File: src/rtl/bcd_pkg.sv
// Shared types and constants for the BCD-to-binary converter.
// Widths are fixed for a five-digit input and a 15-bit magnitude.
package bcd_pkg;

   localparam int unsigned N_DIGITS = 5;
   localparam int unsigned DIGIT_W  = 4;
   localparam int unsigned MAG_W    = 15;
   localparam int unsigned ACC_W    = 17;
   localparam int unsigned CNT_W    = 5;

   typedef enum logic [1:0] {
      IDLE    = 2'd0,
      CHECK   = 2'd1,
      CONVERT = 2'd2,
      DONE    = 2'd3
   } state_t;

   // A nibble outside 0..9 is not a BCD digit.
   function automatic logic digit_invalid(input logic [DIGIT_W-1:0] digit);
      return digit > DIGIT_W'(9);
   endfunction

endpackage

File: src/rtl/bcd_digit_corr.sv
// One BCD digit correction step for reverse double-dabble:
// after a right shift, any digit of 8 or more gets 3 subtracted.
module bcd_digit_corr
   import bcd_pkg::*;
(
   input  logic [DIGIT_W-1:0] digit,
   output logic [DIGIT_W-1:0] corr_c
);

   assign corr_c = (digit >= DIGIT_W'(8)) ? digit - DIGIT_W'(3) : digit;

endmodule

File: src/rtl/bcd_to_bin.sv
// Five-digit BCD to sign-magnitude binary converter (reverse double-dabble).
// Result is {sign, magnitude}; out-of-range or bad digits give zero plus a flag.
module bcd_to_bin #(
   parameter int unsigned N_DIGITS = bcd_pkg::N_DIGITS,
   parameter int unsigned MAG_W    = bcd_pkg::MAG_W
) (
   input  logic             clk,
   input  logic             rst,
   input  logic             en,
   input  logic [3:0]       bcd_d_in_1,
   input  logic [3:0]       bcd_d_in_2,
   input  logic [3:0]       bcd_d_in_3,
   input  logic [3:0]       bcd_d_in_4,
   input  logic [3:0]       bcd_d_in_5,
   input  logic [3:0]       plus_minus,
   output logic [MAG_W:0]   bin_d_out,
   output logic             rdy,
   output logic             busy,
   output logic             err_digit,
   output logic             ovf
);

   import bcd_pkg::*;

   localparam int unsigned      BCD_W      = N_DIGITS * DIGIT_W;
   localparam int unsigned      SR_W       = BCD_W + ACC_W;
   localparam logic [ACC_W-1:0] MAG_MAX    = ACC_W'((2 ** MAG_W) - 1);
   localparam logic [CNT_W-1:0] LAST_SHIFT = CNT_W'(ACC_W - 1);

   state_t             state;
   state_t             state_nxt;
   logic [BCD_W-1:0]   bcd;
   logic [ACC_W-1:0]   acc;
   logic               sign;
   logic               bad;
   logic [CNT_W-1:0]   cnt;

   logic [BCD_W-1:0]   operand_c;
   logic [SR_W-1:0]    shifted_c;
   logic [BCD_W-1:0]   bcd_corr_c;
   logic               any_bad_c;
   logic               unused_pm_c;

   assign operand_c   = {bcd_d_in_5, bcd_d_in_4, bcd_d_in_3, bcd_d_in_2, bcd_d_in_1};
   assign unused_pm_c = ^plus_minus[3:1];

   // The BCD field and accumulator shift as one register; the accumulator
   // collects binary bits LSB-first from the top of the BCD field.
   assign shifted_c = {bcd, acc} >> 1;

   for (genvar g = 0; g < N_DIGITS; g++) begin : g_corr
      bcd_digit_corr u_corr (
         .digit  (shifted_c[ACC_W + g*DIGIT_W +: DIGIT_W]),
         .corr_c (bcd_corr_c[g*DIGIT_W +: DIGIT_W])
      );
   end

   always_comb begin
      any_bad_c = 1'b0;
      for (int i = 0; i < N_DIGITS; i++) begin
         any_bad_c = any_bad_c | digit_invalid(bcd[i*DIGIT_W +: DIGIT_W]);
      end
   end

   // State register.
   always_ff @(posedge clk) begin
      if (rst) begin
         state <= IDLE;
      end else begin
         state <= state_nxt;
      end
   end

   // Next-state logic.
   always_comb begin
      state_nxt = state;
      unique case (state)
         IDLE:    if (en) state_nxt = CHECK;
         CHECK:   state_nxt = any_bad_c ? DONE : CONVERT;
         CONVERT: if (cnt == LAST_SHIFT) state_nxt = DONE;
         DONE:    state_nxt = IDLE;
         default: state_nxt = IDLE;
      endcase
   end

   // Operand capture, shift datapath and registered results.
   always_ff @(posedge clk) begin
      if (rst) begin
         bcd       <= '0;
         acc       <= '0;
         sign      <= 1'b0;
         bad       <= 1'b0;
         cnt       <= '0;
         busy      <= 1'b0;
         rdy       <= 1'b0;
         bin_d_out <= '0;
         err_digit <= 1'b0;
         ovf       <= 1'b0;
      end else begin
         rdy <= 1'b0;
         unique case (state)
            IDLE: begin
               busy <= en;
               if (en) begin
                  bcd  <= operand_c;
                  acc  <= '0;
                  sign <= plus_minus[0];
                  bad  <= 1'b0;
               end
            end
            CHECK: begin
               bad <= any_bad_c;
               cnt <= '0;
            end
            CONVERT: begin
               bcd <= bcd_corr_c;
               acc <= shifted_c[ACC_W-1:0];
               cnt <= cnt + CNT_W'(1);
            end
            DONE: begin
               rdy <= 1'b1;
               if (bad) begin
                  bin_d_out <= '0;
                  err_digit <= 1'b1;
                  ovf       <= 1'b0;
               end else if (acc > MAG_MAX) begin
                  bin_d_out <= '0;
                  err_digit <= 1'b0;
                  ovf       <= 1'b1;
               end else begin
                  // Zero magnitude never carries a minus sign.
                  bin_d_out <= {sign & (acc[MAG_W-1:0] != '0), acc[MAG_W-1:0]};
                  err_digit <= 1'b0;
                  ovf       <= 1'b0;
               end
            end
            default: ;
         endcase
      end
   end

endmodule

File: config.mk
export PLATFORM = sky130hd
export DESIGN_NAME = bcd_to_bin
export DESIGN_NICKNAME = d
export VERILOG_FILES = /design/src/rtl/bcd_pkg.sv /design/src/rtl/bcd_digit_corr.sv /design/src/rtl/bcd_to_bin.sv
export SDC_FILE = /design/constraint.sdc
export NUM_CORES = 1
export LEC_CHECK = 0
export CAP_MARGIN = 20
export CORE_ASPECT_RATIO = 1.25
export CORE_MARGIN = 1.5
export CORE_UTILIZATION = 54
export CTS_BUF_LIST = sky130_fd_sc_hd__clkbuf_4 sky130_fd_sc_hd__clkbuf_8 sky130_fd_sc_hd__clkbuf_16
export DETAILED_ROUTE_END_ITERATION = 7
export PLACE_DENSITY = 0.8
export SLEW_MARGIN = 15
export SYNTH_ARGS = -nofsm -noshare
export SYNTH_HDL_FRONTEND = slang
export SYNTH_HIERARCHICAL = 1
export SYNTH_SLANG_ARGS = --single-unit
File: constraint.sdc
create_clock -name clk -period 2.1 [get_ports clk]
set_clock_uncertainty 0.1 [all_clocks]
set_input_delay 0.21 -clock clk [delete_from_list [all_inputs] [get_ports clk]]
set_output_delay 0.21 -clock clk [all_outputs]
set_load 0.01 [all_outputs]
==> summary.txt, run 1 <==
Logic synthesis
  – Sequential area share after synthesis: 0.427
  – Seq cells post-synth: 66
  – Cells after Synth: 342
  – Ranking of synthesized cells by instance count: dfxtp_1, nor2_1, a22oi_1, mux2i_1, a211oi_1
  – Post-Syn Area per Cell: 9.04 sq um
  – Most used DFF post-synth: dfxtp_1
  – Cell area after synthesis: 0.00309 sq mm
  – Async set or reset register ratio after synthesis: 0
  – Top area cells in the synthesized netlist: dfxtp_1, nor2_1, a22oi_1, mux2i_1, ha_1
  – Netlist cell types: 39
  – Synth area leader: dfxtp_1
  – Number of synthesized flops with an enable pin: 0
  – Count leader, synth: dfxtp_1
  – Yosys warns: 6
  – Share of the synthesized area in the top cell type: 0.427

Placement
  – DP HPWL: 4.12 mm
  – Post-placement cell count: 439
  – Area after DPL: 0.00357 sq mm
  – Buffers on Ports: 43
  – Placer Congestion: 0.778

Detailed routing
  – DRT Pass-1 Iters: 5
  – Via count: 2533
  – Wire length per cell: 13.1 um
  – Residual DRC count: 0
  – Via density: 5.57
  – Post-route ant nets: 0
  – Drt initial violations: 173
  – Drt total wl: 5.96 mm

Timing
  – Crit path time final: 1.81 ns
  – Endpoints failing hold: 0
  – Slew HR: 0.537
  – Fmax: 551 MHz
  – RSZ-0062 raised after global routing: false
  – Crit share post-route: 0.864
  – Worst-margin pin slew: 0.694 ns
  – Worst Hold Slack: 0.296 ns
  – Final setup TNS: 0 ns
  – Final Setup Violations: 0
  – Fin. max-slew vios: 0

GRT
  – Pin count of the biggest net entering global routing: 41
  – Antenna violations before repair: 0
  – Gr ovfl total: 0
  – Vias in the first global route: 2427
  – All-layer global routing usage: 0.211
  – Global-route wire length before repair: 10.3 mm

Clock network
  – Sink Count: 66
  – H-tree Lvls: 3
  – Clock transition at path regs: 0.08 ns
  – CTS max path bufs: 2
  – CTS Root Cell: clkbuf_8
  – Postcts setup bufs: 0
  – CTS tree: yes
  – Clock latency on the worst-skew pair: 0.34 ns
  – Inserted Clock Buffers: 9

Finish
  – Finished Layout Cells: 455
  – Antenna Cells: 0
  – Nets: 429
  – Fillcell total: 454
  – Layout area overhead: 23.7%
  – Final instance area: 0.00382 sq mm
  – Share of cells above drive strength 1: 0.0818

Floorplan
  – # IOs: 47
  – Row count: 30
  – Die area: 0.00619 sq mm
  – Die X-Extent: 70.7 um
  – Die height: 87.6 um
  – Initial Util: 0.564
  – Core Region: 0.00548 sq mm

Power
  – Sw frac: 0.354
  – Peak VDD IR: 0.750 mV
  – Seq pwr share: 0.365
  – Clock power frac: 0.285
  – Part of the power in combinational logic: 0.350
  – Power density cells: 1220 mW/mm^2
  – LEAKAGE: 1.44 nW
  – Internal Power: 3.00 mW
  – Switching pwr: 1.65 mW

Job
  – Max-capacitance violation count: 0

Run status
  – Status: finished clean

Setup path
  – CP Cell Sequence: inv_1, ha_1, nand2_2, o21a_1, buf_4, a22oi_1, nor2_1
  – Worst path max stage delay: 0.36 ns
  – CP max-delay cell: ha_1
  – Worst Reg2Reg Path Length in Cells: 7
  – Nature of the critical path endpoint: flop
  – Critical Path Source Type: flop
  – Crit-path max FO: 17
  – CP arrival: 1.95 ns
  – Worst setup path class: flop to flop
  – Critical Path RT: 2.23 ns

Hold path
  – HP Class: input port to flop
  – Hold path depth: 2
-- sequential cells by signal (all words and copies together) (netlist names), 2 cells and up --
name and cells:
acc 17, state 2, bin_d_out 16, bcd 20
cnt 5
-- worst paths after layout --
check                         from                         to  slack [ns]
min reg2reg      sign$_SDFFE_PP0P_          sign$_SDFFE_PP0P_        0.37
max          state[0]$_SDFFE_PP0P_        acc[4]$_SDFFE_PP0P_        0.29
min                            rst  bin_d_out[2]$_SDFFE_PP0P_        0.30
max reg2reg  state[0]$_SDFFE_PP0P_        acc[4]$_SDFFE_PP0P_        0.29
-- final cells by class --
cell class	instances	area (sq um)	area share
clock buffers	10	138	0.0360
clock inverters	6	113	0.0294
inverters	17	63.8	0.0167
multi-input cells	241	1610	0.421
flip-flops and latches	66	1320	0.345
well taps	64	80.1	0.0209
repair buffers	51	498	0.130
-- stage by stage --
stage	util	setup slack (ns)	total power [mW]
after floorplan	-	0.437	3.00
after global placement	0.651	0.216	3.28
after detailed placement	0.651	0.161	3.34
after CTS	0.697	0.105	4.66
after global routing	0.698	0.138	4.96
final	0.698	0.285	4.65
-- power groups by stage --
stage               Clock [mW]  Combinational [mW]  Sequential (mW)
finish                    1.32                1.63             1.70
global route              1.41                1.81             1.74
CTS                       1.34                1.62             1.70
detailed placement           0                1.62             1.72
global placement             0                1.57             1.71
floorplan                    0                1.33             1.67
-- cells by family after synthesis --
logic type	Yosys count	synth area share
AO/OA/AOI/OAI	81	0.181
XOR/XNOR	14	0.0396
adder cells (fa/ha/maj)	16	0.0647
buffers and inverters	39	0.0583
flip-flops	66	0.427
multiplexers	23	0.0744
other	1	0.00121
AND/OR/NAND/NOR	102	0.154
-- layer usage --
metal | part of all wire | global-route usage | vias up
met5 | 0 | 0 | -
met4 | 0.027 | 0.122 | 0
met3 | 0.032 | 0.0644 | 18
met2 | 0.52 | 0.373 | 55
met1 | 0.42 | 0.222 | 1179
li1 | - | - | 1281
-- worst max-delay path, delay by kind of cell (launching register included) --
kind / cells / cell delay [ns]
AOI/OAI and AO/OA: 2 / 0.36
adders and majority gates: 1 / 0.36
buffers and inverters: 2 / 0.32
DFF: 1 / 0.34
and+or+nand+nor: 2 / 0.22
-- layout by cell type (no fill, tap or decap), drive strengths merged, types with 3 or more instances in the layout --
cell	instances
a211oi	20
xnor2	6
clkbuf	10
nor2b	7
dfxtp	66
nand2b	6
a22oi	32
nand2	10
nor4	4
nand4	3
bufinv	3
nor2	66
mux2i	23
clkdlybuf4s50	42
a21oi	10
xor2	8
ha	16
buf	9
o21ai	12
conb	5
inv	18
-- timing repair --
action / 4_1_cts / 5_1_grt
setup endpoints to repair: 0 / 15
resized for setup: 0 / 1
hold buffers: 0 / 0
(Power assumes the default switching activity.)
==> run 2: changes to the inputs <==
CORE_UTILIZATION = 30   (was 54)
PLACE_DENSITY = default   (was 0.8)
==> summary.txt, run 2 (same netlist as run 1, synthesis figures left out) <==
Timing
  – Final setup TNS: 0 ns (unchanged)
  – Fmax: 541 MHz (was 551 MHz)
  – RSZ-0062 raised after global routing: false (unchanged)
  – Fin. max-slew vios: 0 (unchanged)
  – Slew HR: 0.603 (was 0.537)
  – Final Setup Violations: 0 (unchanged)
  – Endpoints failing hold: 0 (unchanged)
  – Crit path time final: 1.85 ns (was 1.81 ns)
  – Worst Hold Slack: 0.277 ns (was 0.296 ns)
  – Crit share post-route: 0.880 (was 0.864)
  – Post-route worst setup slack: 0.253 ns (was 0.285 ns)
  – Worst-margin pin slew: 0.596 ns (was 0.694 ns)

Finish
  – Nets: 428 (was 429)
  – Most frequent cells in the layout: dfxtp_1, nor2_1, clkdlybuf4s50_1, a22oi_1, mux2i_1 (unchanged)
  – Largest register by flop count: bcd (unchanged)
  – Commonest non-fill, non-tap cell in the layout: dfxtp_1 (unchanged)
  – Max FFs per register: 20 (unchanged)
  – Fillcell total: 1043 (was 454)
  – Layout area overhead: 29.4% (was 23.7%)
  – Final Util: 0.398 (was 0.698)
  – Antenna Cells: 0 (unchanged)
  – Largest regs: bcd (20), acc (17), bin_d_out (16) (unchanged)
  – Share of cells above drive strength 1: 0.0795 (was 0.0818)

Setup path
  – CP Cell Sequence: inv_1, ha_1, nand2_2, o21a_1, buf_4, a22oi_1, nor2_1 (unchanged)
  – CP startpoint: state[0]$_SDFFE_PP0P_ (unchanged)
  – CP arrival: 1.94 ns (was 1.95 ns)
  – Worst path max stage delay: 0.39 ns (was 0.36 ns)
  – CP max-delay cell: ha_1 (unchanged)
  – Largest delay share family, worst path: adder cells (unchanged)
  – CP bufs+invs: 2 (unchanged)
  – Nature of the critical path endpoint: flop (unchanged)
  – Worst r2r src: state[0]$_SDFFE_PP0P_ (unchanged)
  – Worst setup path class: flop to flop (unchanged)
  – Crit-path max FO: 17 (unchanged)
  – Critical Path RT: 2.19 ns (was 2.23 ns)
  – Critical Path Source Type: flop (unchanged)

Placement
  – DP HPWL: 4.46 mm (was 4.12 mm)
  – Placement Setup Slack: 0.133 ns (was 0.161 ns)
  – Buffers on Ports: 43 (unchanged)
  – Placer Congestion: 0.778 (about the same)

Clock network
  – Clock transition at path regs: 0.06 ns (was 0.08 ns)
  – CTS Root Cell: clkbuf_16 (was clkbuf_8)
  – Sink Count: 66 (unchanged)
  – CTS max path bufs: 2 (unchanged)
  – CTS tree: yes (unchanged)
  – Inserted Clock Buffers: 9 (unchanged)
  – H-tree Lvls: 3 (unchanged)
  – Clock latency on the worst-skew pair: 0.33 ns (was 0.34 ns)
  – Hold Buf Count CTS: 0 (unchanged)
  – Postcts setup bufs: 0 (unchanged)

Floorplan
  – Die area: 0.0109 sq mm (was 0.00619 sq mm)
  – Core Region: 0.0101 sq mm (was 0.00548 sq mm)
  – Row count: 41 (was 30)
  – Die height: 117 um (was 87.6 um)
  – Initial Util: 0.308 (was 0.564)
  – # IOs: 47 (unchanged)
  – Die X-Extent: 93.8 um (was 70.7 um)

Power
  – Internal Power: 3.35 mW (was 3.00 mW)
  – Part of the power in combinational logic: 0.327 (was 0.350)
  – Power density cells: 1270 mW/mm^2 (was 1220 mW/mm^2)
  – Sw frac: 0.339 (was 0.354)
  – Seq pwr share: 0.337 (was 0.365)
  – Clock power frac: 0.336 (was 0.285)
  – LEAKAGE: 1.48 nW (was 1.44 nW)
  – Switching pwr: 1.72 mW (was 1.65 mW)
  – Final Total Pwr: 5.07 mW (was 4.65 mW)
  – Peak VDD IR: 0.536 mV (was 0.750 mV)

Detailed routing
  – Residual DRC count: 0 (unchanged)
  – Post-route ant nets: 0 (unchanged)
  – Via count: 2494 (was 2533)
  – Drt total wl: 6.46 mm (was 5.96 mm)
  – Drt initial violations: 85 (was 173)
  – Via density: 4.81 (was 5.57)
  – Wire length per cell: 12.4 um (was 13.1 um)
  – DRT Pass-1 Iters: 4 (was 5)

GRT
  – Global-route wire length before repair: 11.0 mm (was 10.3 mm)
  – Gr ovfl total: 0 (unchanged)
  – Antenna violations before repair: 0 (unchanged)
  – All-layer global routing usage: 0.127 (was 0.211)
  – Pin count of the biggest net entering global routing: 41 (unchanged)
  – Vias in the first global route: 2340 (was 2427)

Job
  – Max-capacitance violation count: 0 (unchanged)

Hold path
  – HP Class: input port to flop (unchanged)
  – Worst min-delay path startpoint: rst (unchanged)

Run status
  – Status: finished clean (unchanged)
run 2: metrics by stage:
step / cell area [sq um] / std cells
finish: 4000 / 519
global placement: 3660 / 503
CTS: 4000 / 519
global route: 4000 / 519
detailed placement: 3660 / 503
floorplan: 3110 / 346
run 2: per-layer routing:
metal | GRT usage | wire length, um | vias up | share of wire
li1 | - | - | 1267 | -
met1 | 0.149 | 2870 | 1171 | 0.45
met2 | 0.217 | 3220 | 44 | 0.50
met3 | 0.0326 | 246 | 12 | 0.038
met4 | 0.0567 | 119 | 0 | 0.018
met5 | 0 | 0 | - | 0
run 2: final cells by class:
type	instances	area (sq um)	area share
multi-input combinational	241	1610	0.403
sequential	66	1320	0.330
timing repair buffer	50	503	0.126
clock buffer	9	225	0.0563
tap	129	161	0.0403
clock inverter	7	118	0.0294
inverter	17	63.8	0.0159
run 2: power groups by stage:
stage	clock network (mW)	logic, mW	registers [mW]
2_1_floorplan	0	1.33	1.67
3_3_place_gp	0	1.61	1.72
3_5_place_dp	0	1.65	1.73
4_1_cts	1.74	1.66	1.71
5_1_grt	1.78	1.86	1.74
6_report	1.71	1.66	1.71
run 2: final timing paths:
| kind | cells past startpoint | endpoint | slack [ns] |
|---|---|---|---|
| worst max register to register | 7 | acc[1]$_SDFFE_PP0P_ | 0.25 |
| worst max-delay path | 7 | acc[1]$_SDFFE_PP0P_ | 0.25 |
| worst min-delay path | 2 | bin_d_out[4]$_SDFFE_PP0P_ | 0.28 |
| worst min register to register | 2 | sign$_SDFFE_PP0P_ | 0.36 |
run 2: repair_timing:
action	4_1_cts	5_1_grt
gates resized for setup	0	1
hold endpoints to repair	0	0
endpoints found under the setup margin	0	17
==> run 3: changes to the inputs <==
CORE_UTILIZATION = 45   (was 30)
GPL_ROUTABILITY_DRIVEN = 0   (was default)
PLACE_DENSITY = 0.68   (was default)
==> summary.txt, run 3 (same netlist as run 1, synthesis figures left out) <==
Run status
  – Status: finished clean (unchanged)

Setup path
  – CP max-delay cell: ha_1 (unchanged)
  – CP arrival: 1.96 ns (was 1.94 ns)
  – CP bufs+invs: 2 (unchanged)
  – Nature of the critical path endpoint: flop (unchanged)
  – Largest delay share family, worst path: adder cells (unchanged)
  – Worst Reg2Reg Path Length in Cells: 7 (unchanged)
  – Worst path max stage delay: 0.38 ns (was 0.39 ns)
  – Reg-to-Reg End: bcd[17]$_SDFFE_PP0P_ (was acc[1]$_SDFFE_PP0P_)
  – Crit-path max FO: 40 (was 17)
  – CP Cell Sequence: inv_1, ha_1, nand2_2, o21ai_2, buf_12, nor2_1, a211oi_1 (was inv_1, ha_1, nand2_2, o21a_1, buf_4, a22oi_1, nor2_1)
  – Critical Path RT: 2.24 ns (was 2.19 ns)
  – Critical Path Source Type: flop (unchanged)
  – Worst r2r src: state[0]$_SDFFE_PP0P_ (unchanged)
  – Worst setup path class: flop to flop (unchanged)
  – Worst reg2reg setup slack: 0.28 ns (was 0.25 ns)

Job
  – Max-capacitance violation count: 0 (unchanged)

Hold path
  – Worst min-delay path startpoint: rst (unchanged)
  – Hold path depth: 2 (unchanged)
  – Hold-critical path endpoint: bin_d_out[2]$_SDFFE_PP0P_ (was bin_d_out[4]$_SDFFE_PP0P_)
  – HP Class: input port to flop (unchanged)

Clock network
  – Clock latency on the worst-skew pair: 0.33 ns (about the same)
  – Inserted Clock Buffers: 9 (unchanged)
  – CTS max path bufs: 2 (unchanged)
  – Sink Count: 66 (unchanged)
  – H-tree Lvls: 3 (unchanged)
  – Clock transition at path regs: 0.07 ns (was 0.06 ns)
  – Postcts setup bufs: 0 (unchanged)
  – CTS Root Cell: clkbuf_8 (was clkbuf_16)
  – CTS tree: yes (unchanged)

GRT
  – Global-route wire length before repair: 10.4 mm (was 11.0 mm)
  – Vias in the first global route: 2343 (was 2340)
  – All-layer global routing usage: 0.176 (was 0.127)
  – Gr ovfl total: 0 (unchanged)
  – Antenna violations before repair: 0 (unchanged)
  – Pin count of the biggest net entering global routing: 41 (unchanged)

Power
  – Final Total Pwr: 4.50 mW (was 5.07 mW)
  – Peak VDD IR: 0.565 mV (was 0.536 mV)
  – Power density cells: 1180 mW/mm^2 (was 1270 mW/mm^2)
  – LEAKAGE: 1.42 nW (was 1.48 nW)

Finish
  – Max FFs per register: 20 (unchanged)
  – Commonest non-fill, non-tap cell in the layout: dfxtp_1 (unchanged)
  – Antenna Cells: 0 (unchanged)
  – Register area: 0.00132 sq mm (unchanged)
  – Nets: 428 (unchanged)
  – Most frequent cells in the layout: dfxtp_1, nor2_1, clkdlybuf4s50_1, a22oi_1, mux2i_1 (unchanged)
  – Finished Layout Cells: 477 (was 519)
  – Layout area overhead: 23.9% (was 29.4%)
  – Fillcell total: 622 (was 1043)
  – Largest regs: bcd (20), acc (17), bin_d_out (16) (unchanged)
  – Largest register by flop count: bcd (unchanged)
  – Final instance area: 0.00383 sq mm (was 0.00400 sq mm)
  – Share of cells above drive strength 1: 0.0795 (unchanged)
  – Multi-input logic area: 0.00161 sq mm (unchanged)

Detailed routing
  – Drt initial violations: 78 (was 85)
  – Wire length per cell: 12.4 um (about the same)
  – Residual DRC count: 0 (unchanged)
  – Via count: 2514 (was 2494)
  – DRT Pass-1 Iters: 6 (was 4)
  – Drt total wl: 5.93 mm (was 6.46 mm)
  – Via density: 5.27 (was 4.81)
  – Post-route ant nets: 0 (unchanged)

Timing
  – Final setup TNS: 0 ns (unchanged)
  – Worst-margin pin slew: 0.599 ns (was 0.596 ns)
  – Final Setup Violations: 0 (unchanged)
  – Endpoints failing hold: 0 (unchanged)
  – Worst Hold Slack: 0.265 ns (was 0.277 ns)
  – Fin. max-slew vios: 0 (unchanged)
  – RSZ-0062 raised after global routing: false (unchanged)
  – Fmax: 550 MHz (was 541 MHz)
  – Crit path time final: 1.82 ns (was 1.85 ns)
  – Slew HR: 0.601 (was 0.603)
  – Crit share post-route: 0.866 (was 0.880)

Placement
  – Post-placement cell count: 461 (was 503)
  – Area after DPL: 0.00360 sq mm (was 0.00366 sq mm)
  – DP HPWL: 4.08 mm (was 4.46 mm)
  – Buffers on Ports: 43 (unchanged)

Floorplan
  – Row count: 33 (was 41)
  – Die X-Extent: 77.2 um (was 93.8 um)
  – Initial Util: 0.468 (was 0.308)
  – Die height: 95.7 um (was 117 um)
  – Core Region: 0.00661 sq mm (was 0.0101 sq mm)
  – Die area: 0.00738 sq mm (was 0.0109 sq mm)
  – # IOs: 47 (unchanged)
==> run 3: how the worst max path moves through the flow <==
| stage | from | slack [ns] | to | cells past startpoint |
|---|---|---|---|---|
| CTS | state[0]$_SDFFE_PP0P_ | 0.12 | acc[11]$_SDFFE_PP0P_ | 6 |
| global placement | state[0]$_SDFFE_PP0P_ | 0.19 | acc[11]$_SDFFE_PP0P_ | 6 |
| global route | state[0]$_SDFFE_PP0P_ | 0.11 | bcd[10]$_SDFFE_PP0P_ | 7 |
| finish | state[0]$_SDFFE_PP0P_ | 0.28 | bcd[17]$_SDFFE_PP0P_ | 7 |
| detailed placement | state[0]$_SDFFE_PP0P_ | 0.16 | acc[11]$_SDFFE_PP0P_ | 6 |
| floorplan | state[0]$_SDFFE_PP0P_ | 0.44 | acc[12]$_SDFFE_PP0P_ | 8 |
==> run 3: metrics by stage <==
| stage | setup slack [ns] | util |
|---|---|---|
| floorplan | 0.437 | - |
| global placement | 0.193 | 0.545 |
| detailed placement | 0.159 | 0.545 |
| CTS | 0.122 | 0.579 |
| global route | 0.108 | 0.580 |
| finish | 0.281 | 0.580 |
==> run 3: routing by layer <==
metal,GRT usage,share of wire,vias up
li1,-,-,1279
met1,0.195,0.44,1182
met2,0.322,0.51,40
met3,0.0370,0.031,13
met4,0.0833,0.021,0
met5,0,0,-
==> run 3: area by class of cell <==
type                            instances  share of cell area
Clock buffer                           11              0.0379
Timing Repair Buffer                   50               0.131
Multi-Input combinational cell        241               0.421
Inverter                               17              0.0167
Sequential cell                        66               0.345
Clock inverter                          5              0.0202
Tap cell                               87              0.0284
==> run 3: power by group <==
group          internal [mW]  switching [mW]  total, mW
sequential              1.45           0.248       1.70
combinational          0.723           0.906       1.63
clock                  0.710           0.464       1.17
total                   2.89            1.62       4.50
==> run 3: timing repair <==
action                     in CTS  in global routing
gates resized for setup         0                  1
setup endpoints to repair       0                 10
hold buffers                    0                  0
